[src/rtl/fwd_if.sv]
// ID-stage to forwarding-controller bundle: decoded register usage in, EX operand selects and stall out.
interface fwd_if #(
    parameter int AW = 5
);
    logic          en;
    logic          flush;
    logic [AW-1:0] id_rs;
    logic [AW-1:0] id_rt;
    logic          id_use_rs;
    logic          id_use_rt;
    logic [AW-1:0] id_dst;
    logic          id_we;
    logic          id_load;
    logic [1:0]    fwd_a_sel;
    logic [1:0]    fwd_b_sel;
    logic          stall;

    modport master (
        output en, flush, id_rs, id_rt, id_use_rs, id_use_rt, id_dst, id_we, id_load,
        input  fwd_a_sel, fwd_b_sel, stall
    );

    modport slave (
        input  en, flush, id_rs, id_rt, id_use_rs, id_use_rt, id_dst, id_we, id_load,
        output fwd_a_sel, fwd_b_sel, stall
    );
endinterface

[src/rtl/fwd_ctrl.sv]
// Forwarding and load-use hazard controller for the 5-stage pipeline.
// Tracks destinations through EX/MEM/WB and produces registered EX operand selects.
module fwd_ctrl #(
    parameter int AW     = 5,
    parameter int FWD_R0 = 0
) (
    input  logic  clk,
    input  logic  rst_n,
    fwd_if.slave  bus
);
    localparam logic [1:0] SEL_RF  = 2'b00;
    localparam logic [1:0] SEL_MEM = 2'b01;
    localparam logic [1:0] SEL_WB  = 2'b10;

    logic [AW-1:0] ex_dst_r;
    logic          ex_we_r;
    logic          ex_load_r;
    logic [AW-1:0] mem_dst_r;
    logic          mem_we_r;
    logic          mem_load_r;
    logic [AW-1:0] wb_dst_r;
    logic          wb_we_r;
    logic [1:0]    sel_a_r;
    logic [1:0]    sel_b_r;

    logic          hz_s;
    logic          stall_s;
    logic          bubble_s;
    logic [1:0]    sel_a_s;
    logic [1:0]    sel_b_s;

    // Register 0 is hardwired to zero unless forwarding of it is explicitly allowed.
    function automatic logic match_f(input logic [AW-1:0] r,
                                     input logic [AW-1:0] dst,
                                     input logic          we);
        return we && (dst == r) && ((FWD_R0 != 0) || (r != {AW{1'b0}}));
    endfunction

    // Hazard detection and operand select computation from the ID instruction and slots.
    always_comb begin
        hz_s     = 1'b0;
        stall_s  = 1'b0;
        bubble_s = 1'b0;
        sel_a_s  = SEL_RF;
        sel_b_s  = SEL_RF;

        hz_s = (bus.id_use_rs && match_f(bus.id_rs, ex_dst_r, ex_we_r) && ex_load_r) ||
               (bus.id_use_rt && match_f(bus.id_rt, ex_dst_r, ex_we_r) && ex_load_r);
        stall_s  = hz_s && !bus.flush;
        bubble_s = bus.flush || stall_s;

        // EX-slot match is checked first so the newest producer wins.
        if (bus.id_use_rs && match_f(bus.id_rs, ex_dst_r, ex_we_r) && !ex_load_r) begin
            sel_a_s = SEL_MEM;
        end else if (bus.id_use_rs && match_f(bus.id_rs, mem_dst_r, mem_we_r)) begin
            sel_a_s = SEL_WB;
        end else begin
            sel_a_s = SEL_RF;
        end

        if (bus.id_use_rt && match_f(bus.id_rt, ex_dst_r, ex_we_r) && !ex_load_r) begin
            sel_b_s = SEL_MEM;
        end else if (bus.id_use_rt && match_f(bus.id_rt, mem_dst_r, mem_we_r)) begin
            sel_b_s = SEL_WB;
        end else begin
            sel_b_s = SEL_RF;
        end
    end

    // MEM and WB slots advance only with the pipeline enable.
    always_ff @(posedge clk or negedge rst_n) begin
        if (!rst_n) begin
            mem_dst_r  <= {AW{1'b0}};
            mem_we_r   <= 1'b0;
            mem_load_r <= 1'b0;
            wb_dst_r   <= {AW{1'b0}};
            wb_we_r    <= 1'b0;
        end else if (bus.en) begin
            mem_dst_r  <= ex_dst_r;
            mem_we_r   <= ex_we_r;
            mem_load_r <= ex_load_r;
            wb_dst_r   <= mem_dst_r;
            wb_we_r    <= mem_we_r;
        end else begin
            mem_dst_r  <= mem_dst_r;
            mem_we_r   <= mem_we_r;
            mem_load_r <= mem_load_r;
            wb_dst_r   <= wb_dst_r;
            wb_we_r    <= wb_we_r;
        end
    end

    // EX slot and registered selects; a flush bubbles EX even while the pipeline is held.
    always_ff @(posedge clk or negedge rst_n) begin
        if (!rst_n) begin
            ex_dst_r  <= {AW{1'b0}};
            ex_we_r   <= 1'b0;
            ex_load_r <= 1'b0;
            sel_a_r   <= SEL_RF;
            sel_b_r   <= SEL_RF;
        end else if (bus.flush || (bus.en && bubble_s)) begin
            ex_dst_r  <= {AW{1'b0}};
            ex_we_r   <= 1'b0;
            ex_load_r <= 1'b0;
            sel_a_r   <= SEL_RF;
            sel_b_r   <= SEL_RF;
        end else if (bus.en) begin
            ex_dst_r  <= bus.id_dst;
            ex_we_r   <= bus.id_we;
            ex_load_r <= bus.id_load;
            sel_a_r   <= sel_a_s;
            sel_b_r   <= sel_b_s;
        end else begin
            ex_dst_r  <= ex_dst_r;
            ex_we_r   <= ex_we_r;
            ex_load_r <= ex_load_r;
            sel_a_r   <= sel_a_r;
            sel_b_r   <= sel_b_r;
        end
    end

    assign bus.fwd_a_sel = sel_a_r;
    assign bus.fwd_b_sel = sel_b_r;
    assign bus.stall     = stall_s;

endmodule
[src/flat_wrapper.sv]
// flat-port wrapper written by rule: the top's interface ports become plain ports
module fwd_ctrl_flat 
#(
    parameter int AW     = 5,
    parameter int FWD_R0 = 0
)
  (clk, rst_n, bus_en, bus_flush, bus_id_rs, bus_id_rt, bus_id_use_rs, bus_id_use_rt, bus_id_dst, bus_id_we, bus_id_load, bus_fwd_a_sel, bus_fwd_b_sel, bus_stall);
  fwd_if #(.AW(AW)) bus_i ();
  input  logic clk;
  input  logic rst_n;
  input wire logic [$bits(bus_i.en)-1:0] bus_en;
  input wire logic [$bits(bus_i.flush)-1:0] bus_flush;
  input wire logic [$bits(bus_i.id_rs)-1:0] bus_id_rs;
  input wire logic [$bits(bus_i.id_rt)-1:0] bus_id_rt;
  input wire logic [$bits(bus_i.id_use_rs)-1:0] bus_id_use_rs;
  input wire logic [$bits(bus_i.id_use_rt)-1:0] bus_id_use_rt;
  input wire logic [$bits(bus_i.id_dst)-1:0] bus_id_dst;
  input wire logic [$bits(bus_i.id_we)-1:0] bus_id_we;
  input wire logic [$bits(bus_i.id_load)-1:0] bus_id_load;
  output wire logic [$bits(bus_i.fwd_a_sel)-1:0] bus_fwd_a_sel;
  output wire logic [$bits(bus_i.fwd_b_sel)-1:0] bus_fwd_b_sel;
  output wire logic [$bits(bus_i.stall)-1:0] bus_stall;
  assign bus_i.en = bus_en;
  assign bus_i.flush = bus_flush;
  assign bus_i.id_rs = bus_id_rs;
  assign bus_i.id_rt = bus_id_rt;
  assign bus_i.id_use_rs = bus_id_use_rs;
  assign bus_i.id_use_rt = bus_id_use_rt;
  assign bus_i.id_dst = bus_id_dst;
  assign bus_i.id_we = bus_id_we;
  assign bus_i.id_load = bus_id_load;
  assign bus_fwd_a_sel = bus_i.fwd_a_sel;
  assign bus_fwd_b_sel = bus_i.fwd_b_sel;
  assign bus_stall = bus_i.stall;
  fwd_ctrl #(.AW(AW), .FWD_R0(FWD_R0)) u_core (.clk(clk), .rst_n(rst_n), .bus(bus_i));
endmodule
[config.mk]
export PLATFORM = sky130hd
export DESIGN_NAME = fwd_ctrl_flat
export DESIGN_NICKNAME = d
export VERILOG_FILES = /design/src/rtl/fwd_if.sv /design/src/rtl/fwd_ctrl.sv /design/src/flat_wrapper.sv
export SDC_FILE = /design/constraint.sdc
export NUM_CORES = 1
export LEC_CHECK = 0
export ABC_AREA = 1
export ABC_CLOCK_PERIOD_IN_PS = 2200
export CORE_UTILIZATION = 53
export CTS_CLUSTER_DIAMETER = 60
export DETAILED_ROUTE_END_ITERATION = 12
export PLACE_DENSITY = 0.95
export SLEW_MARGIN = 10
export SYNTH_ARGS = -nofsm -noshare
export SYNTH_HDL_FRONTEND = slang
export SYNTH_SLANG_ARGS = --single-unit
[constraint.sdc]
create_clock -name clk -period 2.2 [get_ports clk]
set_input_delay 0.55 -clock clk [delete_from_list [all_inputs] [get_ports clk]]
set_output_delay 0.55 -clock clk [all_outputs]
set_load 0.03 [all_outputs]
* After elaboration in Yosys (flattened, before gate mapping)
Index checks and enable logic that the tools add are counted.
** Cells by class
- Equal/unequal tests :: 4
- Reductions and logical operators :: 26
- Muxes and demuxes :: 14
** Operators by type and width (count)
- == test 5 bit :: 4
- logical AND 1 bit :: 18
- 2-to-1 mux 2 bit :: 8
- 2-to-1 mux 5 bit :: 2
- nonzero test 5 bit :: 2
- 2-to-1 mux 1 bit :: 4
- logical OR 1 bit :: 3
- zero test 1 bit :: 2
- nonzero test 2 bit :: 1
** Storage, ports and cells
- Input port bits :: 23
- Word-level logic and storage cells :: 51
- Flip-flop bits (word level) :: 17
- Output and inout bits :: 5

* Logic depth before layout (Yosys ltp)
Gate-level depths: netlist of the first run.
- Depth after elaboration :: 11
- Depth in mapped cells :: 9
- Depth with buffers taken out :: 9

* Worst setup path after synthesis of the first run
No wires, ideal clock.
- Kind :: input to output
- Start point :: input port bus_id_rs[4]
- End point :: output port bus_stall
- Path buffers :: 0
- Stages on the path :: 7
- Setup slack :: 0.102 ns
- Data required time :: 1.650 ns
- Data arrival time :: 1.548 ns
- Path through :: inv_1 nand2_1 nand2_1 nand2_1 nor2_1 nand3_2 a21oi_1
** On the way
- Cells in the longest elaborated chain, start to end :: 7
** Ends and longest elaborated chain
- start, declared :: RTL line flat_wrapper.sv:13 : input wire logic [$bits(bus_i.id_rs)-1:0] bus_id_rs;
- == test 5 bit :: RTL line fwd_ctrl.sv:36 : return we && (dst == r) && ((FWD_R0 != 0) || (r != {AW{1'b0}}));
- logical AND 1 bit :: RTL line fwd_ctrl.sv:36
- logical AND 1 bit * :: RTL line fwd_ctrl.sv:36
- logical AND 1 bit * (2 in series) :: RTL line fwd_ctrl.sv:47 : hz_s = (bus.id_use_rs && match_f(bus.id_rs, ex_dst_r, ex_we_r) && ex_load_r) ||
- logical OR 1 bit * :: RTL line fwd_ctrl.sv:47
- logical AND 1 bit * :: RTL line fwd_ctrl.sv:49 : stall_s = hz_s && !bus.flush;
- end, declared :: RTL line flat_wrapper.sv:22 : output wire logic [$bits(bus_i.stall)-1:0] bus_stall;
Every way passes the cells marked *; elsewhere a longest branch is shown, timed or not.

* Worst setup path in the final report of the first run
- Start point :: input port bus_id_rt[0]
- End point :: output port bus_stall
** On the way
- Cells in the longest elaborated chain, start to end :: 7
** Ends and longest elaborated chain
- start, declared :: RTL line flat_wrapper.sv:14 : input wire logic [$bits(bus_i.id_rt)-1:0] bus_id_rt;
- == test 5 bit :: RTL line fwd_ctrl.sv:36
- logical AND 1 bit :: RTL line fwd_ctrl.sv:36
- logical AND 1 bit * :: RTL line fwd_ctrl.sv:36
- logical AND 1 bit * (2 in series) :: RTL line fwd_ctrl.sv:48 : (bus.id_use_rt && match_f(bus.id_rt, ex_dst_r, ex_we_r) && ex_load_r);
- logical OR 1 bit * :: RTL line fwd_ctrl.sv:47
- logical AND 1 bit * :: RTL line fwd_ctrl.sv:49
Marks and branches as above.

==> metrics.txt, run 1 <==
Peak supply drop=0.338 mV; endpoints failing hold=0; clk slew on worst S/H paths=0.11 ns; Levels on crit path=8; prevailing post-synth register cell=dfrtp_1; Final period util=0.996; GRT overflow=0; Finish-stage setup viols=0; met1 Use GR=0.310; CP arrival=1.64 ns; CP startpoint=bus_id_rt[0]; max frequency=457 MHz; clock sink count=17; cell with the most instances after synthesis=nand2_1; Core ar.=0.00219 mm^2; synth top area cells=dfrtp_1, nand2_1, inv_1, nor2_1, o21ai_0; post-synthesis adder-cell area fraction=0; commonest cells in the netlist=nand2_1, inv_1, dfrtp_1, nor2_1, o21ai_0; Routed WL=3.17 mm; Worst Hold Class=reg2reg; Final GP Congestion=0.955; critical path's largest stage delay=0.23 ns; Die H=50.1 um; Required @ worst endpoint=1.65 ns; Post-synth EDFFs=0; Clock Path Buffers=2; TritonCTS Buffers=3; antenna cells=0; Die Width=50.1 um; initial antenna violation count=0; hpwl dp=2.18 mm; register-to-register setup slack=0.52 ns; Max-Cap Viols=0; Final Skew=0.00477 ns; TritonRoute pass-1 iters=4; XOR/XNOR share of the synthesized area=0; GR met2 Demand/Resource=0.478; Setup Crit Path Kind=in2out; worst-margin pin slew=0.313 ns; status=finished, final reports clean; Initial Util=0.559; reg-to-reg startpoint=u_core.ex_dst_r[3]; Leakage Power=0.873 nW; DP Cell Count=254; Avg WL per Cell=11.8 um; critical path's top delay family=buffers and inverters; FFs w/ async S/R, synth=1.00; Critical-path top delay cell=clkdlybuf4s15_1; CP max FO=4; Startpoint Class=input pin; Slew Viols, Final=0; post-route ant nets=0; mux contribution to synthesized area=0.00919; synthesis-to-layout area growth=38.0%; vias in the first global route=1201; Total Routing Usage GR=0.269; largest net degree at the start of global routing=18; I/O pins=28; first-pass GRT wire length=4.97 mm; nets@finish=265; Root Driver=clkbuf_4; die area=0.00251 mm^2; Seq/Total Area, Yosys=0.347; simple-gate area share of the yosys netlist=0.395; Pwr per Cell Area=426 mW/mm^2; met3 usage=0.0401; CTS tree=done; Rel. slew slack=0.791; R2R Path End=u_core.bus.fwd_a_sel[0]; post-route insts no fill=269; Hold Crit Start=u_core.bus.fwd_b_sel[0]; Post-Syn Area per Cell=6.38 um^2; PortBufs=27; GR peak layer=met2; leading area contributor after synthesis=dfrtp_1; clock latency on the worst-skew pair=0.30 ns; worst reg-to-reg path cell count=13; H-Tree Depth=1; Hold WS=0.493 ns; synth warn=0; via count=1317; largest family of logic cells by synthesized area=simple AND/OR/NAND/NOR gates; Worst Path Buf+Inv=3; Residual DRC=0; RSZ-0062 raised after global routing=yes; share of layout cells above drive strength 1=0.253; Iter 0 DRT Violations=47; Post-Synthesis Cells=192; area share of the leading cell type in the synthesized netlist=0.347; Distinct cells, synth=20; post-synthesis compound-gate area fraction=0.123; drt via density=4.90; row count=17; crit end category=primary output; register bit count reported by yosys=17; CP Capture Point=bus_stall; Post-Syn Area=0.00122 mm^2; Tmin final=2.19 ns; CP Cell Sequence=clkdlybuf4s15_1 > inv_1 > nand2_1 > nand3_1 > nor2_4 > nand3_2 > a21oi_2 > buf_6; syn_nets=215
-- cell type report --
| cell class | count | area, um^2 |
|---|---|---|
| Clock inverter | 1 | 5.00 |
| Fill cell | 148 | 500 |
| Tap cell | 28 | 35.0 |
| Timing Repair Buffer | 49 | 408 |
| Multi-Input combinational cell | 140 | 677 |
| Inverter | 31 | 116 |
| Clock buffer | 3 | 22.5 |
| Sequential cell | 17 | 427 |
-- state kept, by name, indices dropped and copies added, names as in the netlist --
name,flops
u_core.bus.fwd_a_sel,2
u_core.ex_load_r,1
u_core.mem_dst_r,5
u_core.ex_dst_r,5
u_core.mem_we_r,1
u_core.ex_we_r,1
u_core.bus.fwd_b_sel,2
-- cell usage in the layout, fill, tap and decap left out --
cell	Yosys	final
dfrtp_1	17	16
clkdlybuf4s50_1	0	14
dlygate4sd2_1	0	3
nand3_4	1	1
buf_6	3	1
o21ai_0	10	10
a21oi_1	9	6
nand3_2	2	2
clkbuf_4	0	3
mux2_2	1	1
or2_1	1	1
nor2_2	2	3
nor2_1	17	15
inv_2	3	7
clkdlybuf4s15_1	0	4
clkbuf_2	0	5
nand4_1	2	2
buf_4	0	22
dfrtp_2	0	1
nand2_2	0	4
o21ai_1	4	4
clkinv_2	0	1
nor2_4	2	3
and2_1	2	2
a21oi_2	4	7
nand3_1	4	4
inv_1	28	24
nand2_1	79	75
-- power by group --
part           internal (W)  switching (W)  leakage, nW  total (W)
clock network     0.0000678       0.000108       0.0177   0.000176
registers          0.000331      0.0000186        0.225   0.000349
logic             0.0000859       0.000109        0.630   0.000195
total              0.000484       0.000236        0.873   0.000720
-- tightest hold or removal path: stages (launching register included) --
cell     delay [ns]
dfrtp_1        0.36
nand2_1        0.05
nand2_1        0.06
-- layer usage --
metal | vias to the layer above | share of wire
met2 | 56 | 0.50
met1 | 569 | 0.42
li1 | 681 | -
met5 | - | 0
met3 | 11 | 0.055
met4 | 0 | 0.026
-- logic make-up after synthesis --
family                 count (synthesis)
AO/OA/AOI/OAI                         27
buffers and inverters                 35
flip-flops                            17
multiplexers                           1
AND/OR/NAND/NOR                      112
-- worst min-delay path by stage --
stage	cells past startpoint	to	slack [ns]
2_1_floorplan	0	u_core.bus.fwd_a_sel[0]	0.25
3_3_place_gp	2	u_core.bus.fwd_a_sel[0]	0.47
3_5_place_dp	2	u_core.bus.fwd_b_sel[0]	0.47
4_1_cts	2	u_core.bus.fwd_b_sel[0]	0.50
5_1_grt	2	u_core.bus.fwd_a_sel[0]	0.53
6_report	2	u_core.bus.fwd_b_sel[0]	0.49
-- per-stage QoR --
step	setup TNS, ns	total power, W	instance area (um^2)	worst slack, ns	utilization
finish	0	0.000720	1690	0.00955	0.772
global route	-0.0684	0.000757	1690	-0.0684	0.772
CTS	0	0.000708	1670	0.0172	0.760
detailed placement	-0.261	0.000531	1570	-0.261	0.718
global placement	-0.245	0.000527	1570	-0.245	0.718
floorplan	0	0.000449	1220	0.102	-
-- timing repair --
action	in CTS	in global routing
cloned	0	0
pin swaps	6	9
buffers inserted	9	2
hold buffers	0	0
resized for setup	18	24
setup endpoints to repair	1	1
No activity file was read; power rests on OpenSTA's default activity.
==> run 2: changes to the inputs <==
Settings changed: CELL_PAD_IN_SITES_DETAIL_PLACEMENT set to 0, CELL_PAD_IN_SITES_GLOBAL_PLACEMENT set to 2, CORE_UTILIZATION 53 to 28.
==> run 2 against run 1 <==
Against the previous run:
- sequential share of layout area decreased by 0.53 points
- design area increased by 1.9%
- utilization is 35 points lower
- maximum frequency is 1.9% higher
- die area is 85% higher
- clock-buffer cell count up 1
- register-to-register slack got worse by 0.19 ns
- non-clock buffer count fell by 1
- critical path depth unchanged
- highest routed layer unchanged
==> metrics.txt, run 2 (synthesized netlist as in run 1, its figures left out) <==
Final GP Congestion=0.798; Setup Crit Path Kind=in2out; biggest regs=u_core.ex_dst_r: 5 flops, u_core.mem_dst_r: 5 flops; hpwl dp=2.43 mm; synthesis-to-layout area growth=40.6%; TritonRoute pass-1 iters=4; TritonCTS Buffers=3; H-Tree Depth=1; Initial Util=0.300; initial antenna violation count=0; Peak supply drop=0.210 mV; largest net degree at the start of global routing=18; Total Routing Usage GR=0.168; Iter 0 DRT Violations=104; Max-Cap Viols=0; clk slew on worst S/H paths=0.07 ns; Tmin final=2.15 ns; post-route ant nets=0; worst reg-to-reg path cell count=15; Leakage Power=0.875 nW; Layout Utilization=0.421; Root Driver=clkbuf_8; Pwr per Cell Area=454 mW/mm^2; endpoints failing hold=0; first-pass GRT wire length=5.44 mm; Core ar.=0.00409 mm^2; clock latency on the worst-skew pair=0.26 ns; hold path depth=2; Worst Hold Class=reg2reg; nets@finish=264; placed cell areas=0.00159 mm^2; most frequent cells in the layout=nand2_1, inv_1, buf_4, dfrtp_1, nor2_1; die area=0.00464 mm^2; # fillers=455; Die H=68.1 um; Final period util=0.977; Hold Crit Start=u_core.bus.fwd_b_sel[0]; Setup WS pre-CTS=-0.335 ns; Final Power=0.000782 W; Final Skew=0.00542 ns; status=finished, final reports clean; crit end category=primary output; vias in the first global route=1164; CP max FO=3; register-to-register setup slack=0.33 ns; Routed WL=3.30 mm; max frequency=465 MHz; clock sink count=17; Startpoint Class=input pin; Required @ worst endpoint=1.65 ns; I/O pins=28; Avg WL per Cell=11.4 um; commonest non-fill, non-tap cell in the layout=nand2_1; via count=1271; hold endpoint=u_core.bus.fwd_b_sel[0]; Clock Path Buffers=2; reg-to-reg startpoint=u_core.ex_dst_r[1]; design area=0.00172 mm^2; CP arrival=1.60 ns; share of layout cells above drive strength 1=0.221; Rel. slew slack=0.784; Slew Viols, Final=0; Finish-stage setup viols=0; R2R Path End=u_core.bus.fwd_a_sel[0]; CTS tree=done; GRT overflow=0; worst-margin pin slew=0.325 ns; antenna cells=0; Residual DRC=0; drt via density=4.38; row count=23; Die Width=68.1 um; final setup margin=0.0500 ns; PortBufs=27
run 2: cell types whose count changed in the layout (fill, tap and decap cells not counted), sizes merged:
cell	change
buf	-1
clkinv	-1
clkdlybuf4s15	+1
run 2: layer usage:
metal	vias to the layer above	global-route usage	part of all wire
met5	-	0	0
met3	7	0.0283	0.058
li1	681	-	-
met1	549	0.235	0.49
met4	0	0.0990	0.025
met2	34	0.238	0.43
run 2: worst max-delay path by stage:
stage / from / end / slack (ns) / depth (start not counted)
floorplan: bus_id_rs[4] / bus_stall / 0.10 / 7
global placement: bus_id_rs[1] / bus_stall / -0.35 / 8
detailed placement: bus_id_rs[1] / bus_stall / -0.34 / 8
CTS: bus_id_rt[4] / bus_stall / 0.004 / 9
global route: bus_id_rt[3] / bus_stall / -0.04 / 8
finish: bus_id_rt[3] / bus_stall / 0.05 / 8
run 2: through the flow:
| stage | hold WS [ns] | TNS (ns) | cells |
|---|---|---|---|
| after floorplan | 0.254 | 0 | 192 |
| after global placement | 0.476 | -0.346 | 275 |
| after detailed placement | 0.472 | -0.335 | 275 |
| after CTS | 0.498 | 0 | 288 |
| after global routing | 0.517 | -0.0390 | 290 |
| final | 0.485 | 0 | 290 |
run 2: area by class of cell:
cell class,instances,area (um^2),share of cell area
clock buffer,4,45.0,0.0262
inverter,31,116,0.0676
multi-input combinational,140,666,0.387
sequential,17,425,0.247
tap,50,62.6,0.0363
timing repair buffer,48,407,0.236
run 2: critical path: stages:
cell and delay [ns]:
dlygate4sd2_1 0.25, inv_2 0.06, a21oi_2 0.11, nand2_1 0.08, nor2_2 0.13, nand3_2 0.10
a21oi_2 0.17, buf_6 0.15
run 2: timing repair:
action | 4_1_cts | 5_1_grt
pin swaps | 9 | 10
resized for setup | 25 | 11
setup endpoints to repair | 1 | 2
hold buffers | 0 | 0
buffers inserted | 9 | 2
run 2: report_power, final:
group | total (W) | leakage, nW | internal, W | switching, W
logic | 0.000187 | 0.625 | 0.0000828 | 0.000104
clock network | 0.000247 | 0.0228 | 0.000129 | 0.000118
registers | 0.000348 | 0.226 | 0.000331 | 0.0000178
total | 0.000782 | 0.875 | 0.000542 | 0.000240
==> run 3: changes to the inputs <==
Settings changed: ABC_CLOCK_PERIOD_IN_PS 2200 to 2400, CORE_MARGIN set to 3, CORE_UTILIZATION 28 to 26, PLACE_DENSITY 0.95 to 0.9.
Clock period 2.2 ns to 2.4 ns, I/O delays scaled along.
==> run 3 against run 2 <==
Against the previous run:
- sequential share of layout area is 0.39 points lower
- die area rose by 20%
- first-iteration DRC count shrank 66%
- clock skew shrank 0.0044 ns
- combinational power is 6% lower
- cell count increased by 1.4%
- wire length grew 5.6%
- clock-buffer cell count fell by 1
- flip-flop and latch count did not move
- critical path type is now in2reg
==> metrics.txt, run 3 (synthesized netlist as in run 1, its figures left out) <==
CP arrival=2.47 ns; reg-to-reg startpoint=u_core.ex_dst_r[1]; Root Driver=clkbuf_8; Initial Util=0.276; Peak supply drop=0.213 mV; hold endpoint=u_core.bus.fwd_a_sel[0]; clk slew on worst S/H paths=0.07 ns; placed cell areas=0.00160 mm^2; Iter 0 DRT Violations=35; Slew Viols, Final=0; I/O pins=28; TritonCTS Buffers=3; R2R Path End=u_core.bus.fwd_a_sel[0]; Final GP Congestion=0.796; vias in the first global route=1171; nets@finish=266; clock latency on the worst-skew pair=0.25 ns; TritonRoute pass-1 iters=4; post-route insts no fill=294; Finish-stage setup viols=0; Final Skew=0.00104 ns; post-route ant nets=0; Worst Hold Class=reg2reg; Setup Crit Path Kind=in2reg; commonest non-fill, non-tap cell in the layout=nand2_1; endpoints failing hold=0; row count=24; Max-Cap Viols=0; CTS tree=done; Startpoint Class=input pin; Pwr per Cell Area=411 mW/mm^2; GRT overflow=0; Routed WL=3.49 mm; worst reg-to-reg path cell count=17; Clock Path Buffers=2; Die H=74.6 um; Required @ worst endpoint=2.55 ns; Rel. slew slack=0.797; Tmin final=2.32 ns; max frequency=430 MHz; die area=0.00557 mm^2; Hold Crit Start=u_core.bus.fwd_a_sel[0]; worst-margin pin slew=0.304 ns; PortBufs=27; hpwl dp=2.58 mm; CP max FO=4; design area=0.00175 mm^2; Layout Utilization=0.394; # fillers=496; initial antenna violation count=0; crit end category=flop; RSZ-0062 raised after global routing=no; Core ar.=0.00444 mm^2; hold path depth=2; Final Power=0.000718 W; Total Routing Usage GR=0.128; clock sink count=17; Residual DRC=0; Avg WL per Cell=11.9 um; share of layout cells above drive strength 1=0.207; drt via density=4.35; Die Width=74.6 um; Final period util=0.968; via count=1280; largest net degree at the start of global routing=18; most frequent cells in the layout=nand2_1, inv_1, buf_4, dfrtp_1; Hold WS=0.487 ns; synthesis-to-layout area growth=42.8%; Leakage Power=0.893 nW; register-to-register setup slack=0.26 ns; H-Tree Depth=1; biggest regs=u_core.ex_dst_r: 5 flops, u_core.mem_dst_r: 5 flops; antenna cells=0; first-pass GRT wire length=5.42 mm; DP Cell Count=278; status=finished, final reports clean
## run 3: cell count changes in the layout (fill, tap and decap cells not counted), sizes merged
| cell | change |
|---|---|
| buf | +2 |
| clkbuf | -5 |
| clkdlybuf4s15 | -4 |
| clkinv | +1 |
| dlygate4sd2 | +8 |
## run 3: report_power, final
part / internal, W / switching (W) / total [W]
Sequential: 0.000303 / 0.0000166 / 0.000320
Clock: 0.000115 / 0.000108 / 0.000224
Combinational: 0.0000777 / 0.0000972 / 0.000175
## run 3: through the flow
step | setup slack, ns | TNS, ns
detailed placement | -0.248 | -0.248
floorplan | 0.202 | 0
global route | 0.00204 | 0
CTS | 0.0847 | 0
finish | 0.0768 | 0
global placement | -0.224 | -0.224
## run 3: worst max-delay path, cell delays in order
cell and delay, ns:
dlygate4sd2_1 0.27, nor2_1 0.13, nand2_1 0.07, nor2_2 0.12, nor2_2 0.06, buf_4 0.12, buf_4 0.12, buf_4 0.12
buf_4 0.12, buf_4 0.13, buf_4 0.12, buf_4 0.12, buf_4 0.12, and2_1 0.13, nand4_1 0.07, nand2_1 0.06
## run 3: what timing repair did
item / CTS / global route
setup endpoints to repair: 1 / 2
gates resized for setup: 18 / 4
buffers inserted: 12 / 0
pin swaps: 7 / 2
cloned: 0 / 0
hold buffers: 0 / 0
## run 3: worst max path at each step
stage / startpoint / to / slack [ns] / cells past startpoint
floorplan: bus_id_rs[4] / bus_stall / 0.20 / 7
global placement: bus_id_rs[1] / bus_stall / -0.22 / 8
detailed placement: bus_id_rs[0] / bus_stall / -0.25 / 8
CTS: bus_id_rs[0] / u_core.bus.fwd_a_sel[0] / 0.08 / 16
global route: bus_id_rs[0] / u_core.bus.fwd_a_sel[0] / 0.002 / 16
finish: bus_id_rs[0] / u_core.bus.fwd_a_sel[0] / 0.08 / 16
## run 3: final cells by class
type                       instances  area (um^2)  share of cell area
multi-input combinational        140          666               0.381
timing repair buffer              50          430               0.246
sequential                        17          425               0.243
inverter                          31          116              0.0665
tap                               52         65.1              0.0372
clock buffer                       3         41.3              0.0236
clock inverter                     1         5.00             0.00286
## run 3: per-layer routing
| layer | GRT usage | part of all wire | vias up |
|---|---|---|---|
| met5 | 0 | 0 | - |
| met4 | 0.0178 | 0.010 | 0 |
| met3 | 0.0307 | 0.054 | 6 |
| met2 | 0.216 | 0.46 | 33 |
| met1 | 0.172 | 0.47 | 558 |
| li1 | - | - | 683 |
